==> src/rtl/pe_layer_scheduler.sv <==
`default_nettype none
// +--------------------------------------------------------------------------+
// | pe_layer_scheduler: serial top/second visible-layer picker for one pixel |
// | Rev 1.0                                                                  |
// +--------------------------------------------------------------------------+
module pe_layer_scheduler #(
  parameter int NUM_LAYERS = 5,
  parameter int PRIO_W     = 2,
  parameter int COLOR_W    = 15,
  parameter int IDX_W      = 3
) (
  input  logic                          clk,
  input  logic                          rst,
  input  logic                          start,
  input  logic [NUM_LAYERS-1:0]         layer_valid,
  input  logic [NUM_LAYERS*PRIO_W-1:0]  layer_prio,
  input  logic [NUM_LAYERS*COLOR_W-1:0] layer_color,
  input  logic [COLOR_W-1:0]            backdrop_color,
  output logic                          busy,
  output logic                          done,
  output logic [IDX_W-1:0]              top_layer,
  output logic [COLOR_W-1:0]            top_color,
  output logic [IDX_W-1:0]              second_layer,
  output logic [COLOR_W-1:0]            second_color
);

  localparam int CNT_W = (NUM_LAYERS > 1) ? $clog2(NUM_LAYERS) : 1;
  localparam logic [IDX_W-1:0]  C_BACKDROP   = IDX_W'(NUM_LAYERS);
  localparam logic [IDX_W-1:0]  C_OBJ_IDX    = IDX_W'(NUM_LAYERS - 1);
  localparam logic [PRIO_W:0]   C_PRIO_WORST = {1'b1, {PRIO_W{1'b0}}};
  localparam logic [CNT_W-1:0]  C_LAST_STEP  = CNT_W'(NUM_LAYERS - 1);

  typedef enum logic [1:0] {
    ST_IDLE = 2'd0,
    ST_SCAN = 2'd1,
    ST_DONE = 2'd2
  } state_t;

  state_t                        r_state;
  logic [CNT_W-1:0]              r_step;
  logic [NUM_LAYERS-1:0]         r_valid;
  logic [NUM_LAYERS*PRIO_W-1:0]  r_prio;
  logic [NUM_LAYERS*COLOR_W-1:0] r_color;

  logic [IDX_W-1:0]   r_best_idx,   r_sec_idx;
  logic [PRIO_W:0]    r_best_prio,  r_sec_prio;
  logic [COLOR_W-1:0] r_best_color, r_sec_color;

  logic               r_busy, r_done;
  logic [IDX_W-1:0]   r_top_layer, r_second_layer;
  logic [COLOR_W-1:0] r_top_color, r_second_color;

  logic [PRIO_W-1:0]  w_prio_arr  [NUM_LAYERS];
  logic [COLOR_W-1:0] w_color_arr [NUM_LAYERS];

  for (genvar gi = 0; gi < NUM_LAYERS; gi++) begin : g_unpack
    assign w_prio_arr[gi]  = r_prio[gi*PRIO_W +: PRIO_W];
    assign w_color_arr[gi] = r_color[gi*COLOR_W +: COLOR_W];
  end

  // Step 0 visits OBJ so that it wins equal-priority ties against every BG.
  logic [IDX_W-1:0]   w_cand_idx;
  logic               w_cand_valid;
  logic [PRIO_W:0]    w_cand_prio;
  logic [COLOR_W-1:0] w_cand_color;

  assign w_cand_idx   = (r_step == '0) ? C_OBJ_IDX : (IDX_W'(r_step) - IDX_W'(1));
  assign w_cand_valid = r_valid[w_cand_idx];
  assign w_cand_prio  = {1'b0, w_prio_arr[w_cand_idx]};
  assign w_cand_color = w_color_arr[w_cand_idx];

  logic [IDX_W-1:0]   w_best_idx_nxt,   w_sec_idx_nxt;
  logic [PRIO_W:0]    w_best_prio_nxt,  w_sec_prio_nxt;
  logic [COLOR_W-1:0] w_best_color_nxt, w_sec_color_nxt;

  always_comb begin
    w_best_idx_nxt   = r_best_idx;
    w_best_prio_nxt  = r_best_prio;
    w_best_color_nxt = r_best_color;
    w_sec_idx_nxt    = r_sec_idx;
    w_sec_prio_nxt   = r_sec_prio;
    w_sec_color_nxt  = r_sec_color;
    if (w_cand_valid) begin
      if (w_cand_prio < r_best_prio) begin
        w_sec_idx_nxt    = r_best_idx;
        w_sec_prio_nxt   = r_best_prio;
        w_sec_color_nxt  = r_best_color;
        w_best_idx_nxt   = w_cand_idx;
        w_best_prio_nxt  = w_cand_prio;
        w_best_color_nxt = w_cand_color;
      end else if (w_cand_prio < r_sec_prio) begin
        w_sec_idx_nxt    = w_cand_idx;
        w_sec_prio_nxt   = w_cand_prio;
        w_sec_color_nxt  = w_cand_color;
      end
    end
  end

  logic w_load;
  assign w_load = start && ((r_state == ST_IDLE) || (r_state == ST_DONE));

  always_ff @(posedge clk) begin
    if (rst) begin
      r_state        <= ST_IDLE;
      r_step         <= '0;
      r_valid        <= '0;
      r_prio         <= '0;
      r_color        <= '0;
      r_best_idx     <= C_BACKDROP;
      r_best_prio    <= C_PRIO_WORST;
      r_best_color   <= '0;
      r_sec_idx      <= C_BACKDROP;
      r_sec_prio     <= C_PRIO_WORST;
      r_sec_color    <= '0;
      r_busy         <= 1'b0;
      r_done         <= 1'b0;
      r_top_layer    <= C_BACKDROP;
      r_top_color    <= '0;
      r_second_layer <= C_BACKDROP;
      r_second_color <= '0;
    end else begin
      r_done <= 1'b0;
      // Snapshot makes the result independent of input changes after start.
      if (w_load) begin
        r_valid      <= layer_valid;
        r_prio       <= layer_prio;
        r_color      <= layer_color;
        r_best_idx   <= C_BACKDROP;
        r_best_prio  <= C_PRIO_WORST;
        r_best_color <= backdrop_color;
        r_sec_idx    <= C_BACKDROP;
        r_sec_prio   <= C_PRIO_WORST;
        r_sec_color  <= backdrop_color;
        r_step       <= '0;
      end
      case (r_state)
        ST_IDLE: begin
          if (start) begin
            r_state <= ST_SCAN;
            r_busy  <= 1'b1;
          end
        end
        ST_SCAN: begin
          r_best_idx   <= w_best_idx_nxt;
          r_best_prio  <= w_best_prio_nxt;
          r_best_color <= w_best_color_nxt;
          r_sec_idx    <= w_sec_idx_nxt;
          r_sec_prio   <= w_sec_prio_nxt;
          r_sec_color  <= w_sec_color_nxt;
          r_step       <= r_step + CNT_W'(1);
          // Publish from the next-state values so the final candidate counts.
          if (r_step == C_LAST_STEP) begin
            r_state        <= ST_DONE;
            r_done         <= 1'b1;
            r_top_layer    <= w_best_idx_nxt;
            r_top_color    <= w_best_color_nxt;
            r_second_layer <= w_sec_idx_nxt;
            r_second_color <= w_sec_color_nxt;
          end
        end
        ST_DONE: begin
          if (start) begin
            r_state <= ST_SCAN;
          end else begin
            r_state <= ST_IDLE;
            r_busy  <= 1'b0;
          end
        end
        default: begin
          r_state <= ST_IDLE;
          r_busy  <= 1'b0;
        end
      endcase
    end
  end

  assign busy         = r_busy;
  assign done         = r_done;
  assign top_layer    = r_top_layer;
  assign top_color    = r_top_color;
  assign second_layer = r_second_layer;
  assign second_color = r_second_color;

endmodule
`default_nettype wire

==> config.mk <==
export PLATFORM = sky130hd
export DESIGN_NAME = pe_layer_scheduler
export DESIGN_NICKNAME = d
export VERILOG_FILES = /design/src/rtl/pe_layer_scheduler.sv
export SDC_FILE = /design/constraint.sdc
export NUM_CORES = 1
export LEC_CHECK = 0
export CAP_MARGIN = 20
export CORE_MARGIN = 4
export CORE_UTILIZATION = 57
export DETAILED_ROUTE_END_ITERATION = 8
export HOLD_SLACK_MARGIN = 0.1
export PLACE_DENSITY = 0.93
export SKIP_LAST_GASP = 1
export SYNTH_ARGS = -nofsm -noshare
export SYNTH_HDL_FRONTEND = slang
export SYNTH_SLANG_ARGS = --single-unit
==> constraint.sdc <==
create_clock -name clk -period 12.9 [get_ports clk]
set_input_delay 2.58 -clock clk [delete_from_list [all_inputs] [get_ports clk]]
set_output_delay 2.58 -clock clk [all_outputs]
set_load 0.02 [all_outputs]
==> impl_metrics.xml <==
<?xml version="1.0" encoding="UTF-8"?>
<metrics>
  <group name="setup_path">
    <metric name="required" unit="ns">13.23</metric>
    <metric name="highest_delay_cell_along_the_critical_path" unit="">dfxtp_2</metric>
    <metric name="critical_path.top_delay_family" unit="">compound AO/OA/AOI/OAI gates</metric>
    <metric name="timing.critical_path.to_type" unit="">flip-flop</metric>
    <metric name="critical_path.n_buffers_inverters" unit="">3</metric>
    <metric name="crit_fanout" unit="">38</metric>
    <metric name="cp_cell_sequence" unit="">inv_1 &gt; ha_1 &gt; or3_1 &gt; nand2_1 &gt; nand2_1 &gt; a22oi_1 &gt; ha_1 &gt; o21bai_1 &gt; inv_1 &gt; a21oi_4 &gt; nor2_1 &gt; buf_6 &gt; a211o_1</metric>
    <metric name="critical_path.startpoint_type" unit="">flip-flop</metric>
    <metric name="timing.critical_path.arrival" unit="ns">6.19</metric>
    <metric name="crit_path_kind" unit="">reg -&gt; reg</metric>
    <metric name="max_stage_delay" unit="ns">0.94</metric>
  </group>
  <group name="route">
    <metric name="post-route-drc-count" unit="">0</metric>
    <metric name="routed_wirelength" unit="µm">23800</metric>
    <metric name="vias_per_instance" unit="">6.25</metric>
    <metric name="num_vias" unit="">7703</metric>
    <metric name="drt_pass1_iterations" unit="">6</metric>
    <metric name="drtIter0Drc" unit="">1069</metric>
    <metric name="wl_per_cell" unit="µm">19.3</metric>
    <metric name="number_of_antenna_violating_nets_in_the_routed_design" unit="">0</metric>
  </group>
  <group name="floorplan">
    <metric name="die_area" unit="µm²">15900</metric>
    <metric name="floorplan.die.width" unit="µm">126</metric>
    <metric name="die-height" unit="µm">126</metric>
    <metric name="floorplan.rows" unit="">42</metric>
    <metric name="io_pins" unit="">146</metric>
    <metric name="core_area" unit="µm²">13500</metric>
    <metric name="start_util" unit="">0.590</metric>
  </group>
  <group name="layout">
    <metric name="multiInputGateArea" unit="µm²">4090</metric>
    <metric name="synthToLayoutAreaGrowth" unit="%">25.5</metric>
    <metric name="filler_cell_count" unit="">966</metric>
    <metric name="layout-drive-gt1-share" unit="">0.0597</metric>
    <metric name="final_net_count" unit="">1156</metric>
    <metric name="ff_latch_area" unit="µm²">3500</metric>
  </group>
  <group name="yosys">
    <metric name="syn-instance-count" unit="">950</metric>
    <metric name="postSynthAreaPerCell" unit="µm²">8.36</metric>
    <metric name="synth-warning-count" unit="">0</metric>
    <metric name="ys_seq_elements" unit="">175</metric>
    <metric name="yosysTopAreaCellShare" unit="">0.441</metric>
    <metric name="ys_types" unit="">53</metric>
    <metric name="async_reset_ff_frac" unit="">0</metric>
    <metric name="dominantRegCellSynth" unit="">dfxtp_1</metric>
    <metric name="synth.cell_area" unit="µm²">7940</metric>
    <metric name="sequential_fraction_of_the_synthesis_area" unit="">0.441</metric>
    <metric name="synth_edf_count" unit="">0</metric>
    <metric name="synth_top_area_cell" unit="">dfxtp_1</metric>
    <metric name="synth_area_leaders" unit="">dfxtp_1 44%, nand2_1 11%, a21oi_1 6.6%</metric>
    <metric name="syn-num-nets" unit="">1063</metric>
  </group>
  <group name="cts">
    <metric name="tritoncts" unit="">built</metric>
    <metric name="cts_hold_buffers" unit="">0</metric>
    <metric name="tritoncts.num_buffers" unit="">17</metric>
    <metric name="numClockSinks" unit="">175</metric>
    <metric name="cts.root.buffer_cell" unit="">clkbuf_16</metric>
    <metric name="clk_path_buf_depth" unit="">2</metric>
    <metric name="clock_tree.htree_level_count" unit="">4</metric>
    <metric name="postCtsResizedCells" unit="">0</metric>
    <metric name="cts_setup_buffers" unit="">0</metric>
    <metric name="clk_latency" unit="ns">0.45</metric>
    <metric name="worst_setup_hold_path_clk_slew" unit="ns">0.07</metric>
  </group>
  <group name="sta">
    <metric name="finalHoldViolations" unit="">0</metric>
    <metric name="worstMarginPinSlew" unit="ns">1.20</metric>
    <metric name="fmax" unit="MHz">171</metric>
    <metric name="timing.final.crit_share" unit="">0.454</metric>
    <metric name="fin_setup_tns" unit="ns">0</metric>
    <metric name="fin_worst_skew" unit="ns">0.0107</metric>
    <metric name="finalSetupViolCount" unit="">0</metric>
    <metric name="timing.max_slew.rel_slack" unit="">0.199</metric>
    <metric name="period_needed" unit="ns">5.85</metric>
    <metric name="unrepaired_setup_endpoints_after_global_routing" unit="">no</metric>
    <metric name="slew_violations" unit="">0</metric>
  </group>
  <group name="outcome">
    <metric name="run_status" unit="">complete, no violations</metric>
  </group>
  <group name="global_route">
    <metric name="total_routing_usage_gr" unit="">0.289</metric>
    <metric name="initial_antenna_violation_count" unit="">1</metric>
    <metric name="grt_first_pass_wirelength" unit="µm">37300</metric>
    <metric name="grt_overflow" unit="">0</metric>
    <metric name="grt_max_degree" unit="">119</metric>
    <metric name="grt_pass1_vias" unit="">7361</metric>
  </group>
  <group name="power_and_ir_drop">
    <metric name="p_per_area" unit="nW/µm²">127</metric>
    <metric name="totalPowerFinal" unit="mW">1.27</metric>
    <metric name="worst_ir_drop_vdd" unit="mV">0.136</metric>
    <metric name="leakage" unit="nW">3.73</metric>
  </group>
  <group name="worst_hold_path">
    <metric name="min_path_type" unit="">reg -&gt; reg</metric>
  </group>
  <group name="placement">
    <metric name="numPortBuffers" unit="">145</metric>
    <metric name="gp_congestion" unit="">0.881</metric>
    <metric name="place_hpwl" unit="µm">14900</metric>
  </group>
  <group name="run">
    <metric name="timing.max_cap.violations" unit="">0</metric>
  </group>
</metrics>
[worst register-to-register path, cell delays in order, from the launching register on]
cell and delay, ns:
dfxtp_2 0.94, inv_1 0.19, ha_1 0.43, or3_1 0.52, nand2_1 0.51, nand2_1 0.10, a22oi_1 0.37, ha_1 0.31
o21bai_1 0.40, inv_1 0.20, a21oi_4 0.81, nor2_1 0.42, buf_6 0.26, a211o_1 0.28
[layout make-up]
| type | instances | share of cell area |
|---|---|---|
| Multi-Input combinational cell | 686 | 0.410 |
| Sequential cell | 175 | 0.352 |
| Timing Repair Buffer | 155 | 0.156 |
| Clock buffer | 19 | 0.0434 |
| Tap cell | 176 | 0.0221 |
| Clock inverter | 12 | 0.0134 |
| Inverter | 8 | 0.00301 |
| Antenna cell | 1 | 0.000251 |
[sequential cells by signal (all words and copies together) (netlist names)]
signal,flops
r_color,75
busy,1
r_best_idx,3
r_step,3
r_best_prio,3
r_sec_idx,3
r_state,2
second_layer,3
top_layer,3
r_sec_color,15
done,1
r_prio,10
top_color,15
second_color,15
r_best_color,15
r_valid,5
r_sec_prio,3
[cells in the final DEF, fill, tap and decap left out, types with 4 or more instances in the layout]
master,count
nor3_1,13
clkbuf_16,17
nand2b_1,19
mux2i_1,37
clkdlybuf4s50_1,144
o21bai_1,6
a21oi_1,105
o21ai_0,10
clkinvlp_4,5
a211o_1,17
ha_1,5
a22oi_1,36
nor4b_1,16
a31oi_1,4
o22ai_1,31
nand2_1,225
o21ai_1,17
a32o_1,15
nor2_1,35
mux2_1,7
buf_4,8
a22o_1,15
dfxtp_1,174
inv_1,8
a21o_1,18
mux2_2,9
[cell families (layout without fill, tap and decap cells)]
family / after synthesis / count (layout) / synth area share
compound gates: 295 / 295 / 0.250
xor+xnor: 1 / 1 / 0.00110
fa+ha+maj: 5 / 5 / 0.00788
buf+inv: 89 / 194 / 0.0462
flops: 175 / 175 / 0.441
mux: 53 / 53 / 0.0693
other cells: 0 / 1 / 0
simple gates: 332 / 332 / 0.184
[through the flow]
step	hold WS (ns)	instance area (µm²)	std cells	setup slack, ns	utilization
2_1_floorplan	0.433	7940	950	8.38	-
3_3_place_gp	0.438	9350	1197	7.40	0.695
3_5_place_dp	0.447	9360	1198	7.22	0.695
4_1_cts	0.456	9920	1229	7.12	0.738
5_1_grt	0.475	9960	1232	6.61	0.741
6_report	0.451	9960	1232	7.05	0.741
[worst paths after layout]
check	startpoint	end	slack [ns]	depth (start not counted)
setup / recovery	r_step[0]	r_sec_color[4]	7.05	13
hold / removal	top_color[14]	top_color[14]	0.45	2
setup reg to reg	r_step[0]	r_sec_color[4]	7.05	13
hold reg to reg	top_color[14]	top_color[14]	0.45	2
[synth_stat cells (all sizes together), types with 8 or more instances]
library cell and count:
nand2 225, dfxtp 175, a21oi 106, clkbuf 59
mux2i 37, nor2 37, a22oi 36, o22ai 33
o21ai 28, buf 22, nand2b 20, a21o 18
a211o 17, mux2 16, nor4b 16, a22o 15
a32o 15, nor3 13, inv 8
[report_power, final]
part / switching, mW / total, mW / internal, mW
combinational: 0.0994 / 0.178 / 0.0788
sequential: 0.0205 / 0.587 / 0.566
clock: 0.220 / 0.505 / 0.284
[metal layers]
metal  vias to the layer above  GRT usage  wire [µm]
li1                       3562          -          -
met1                      3612      0.360       9270
met2                       438      0.478      11500
met3                        91     0.0627       1960
met4                         0      0.141       1060
met5                         -          0          0
Note: power is estimated with default switching activity, not from simulation.
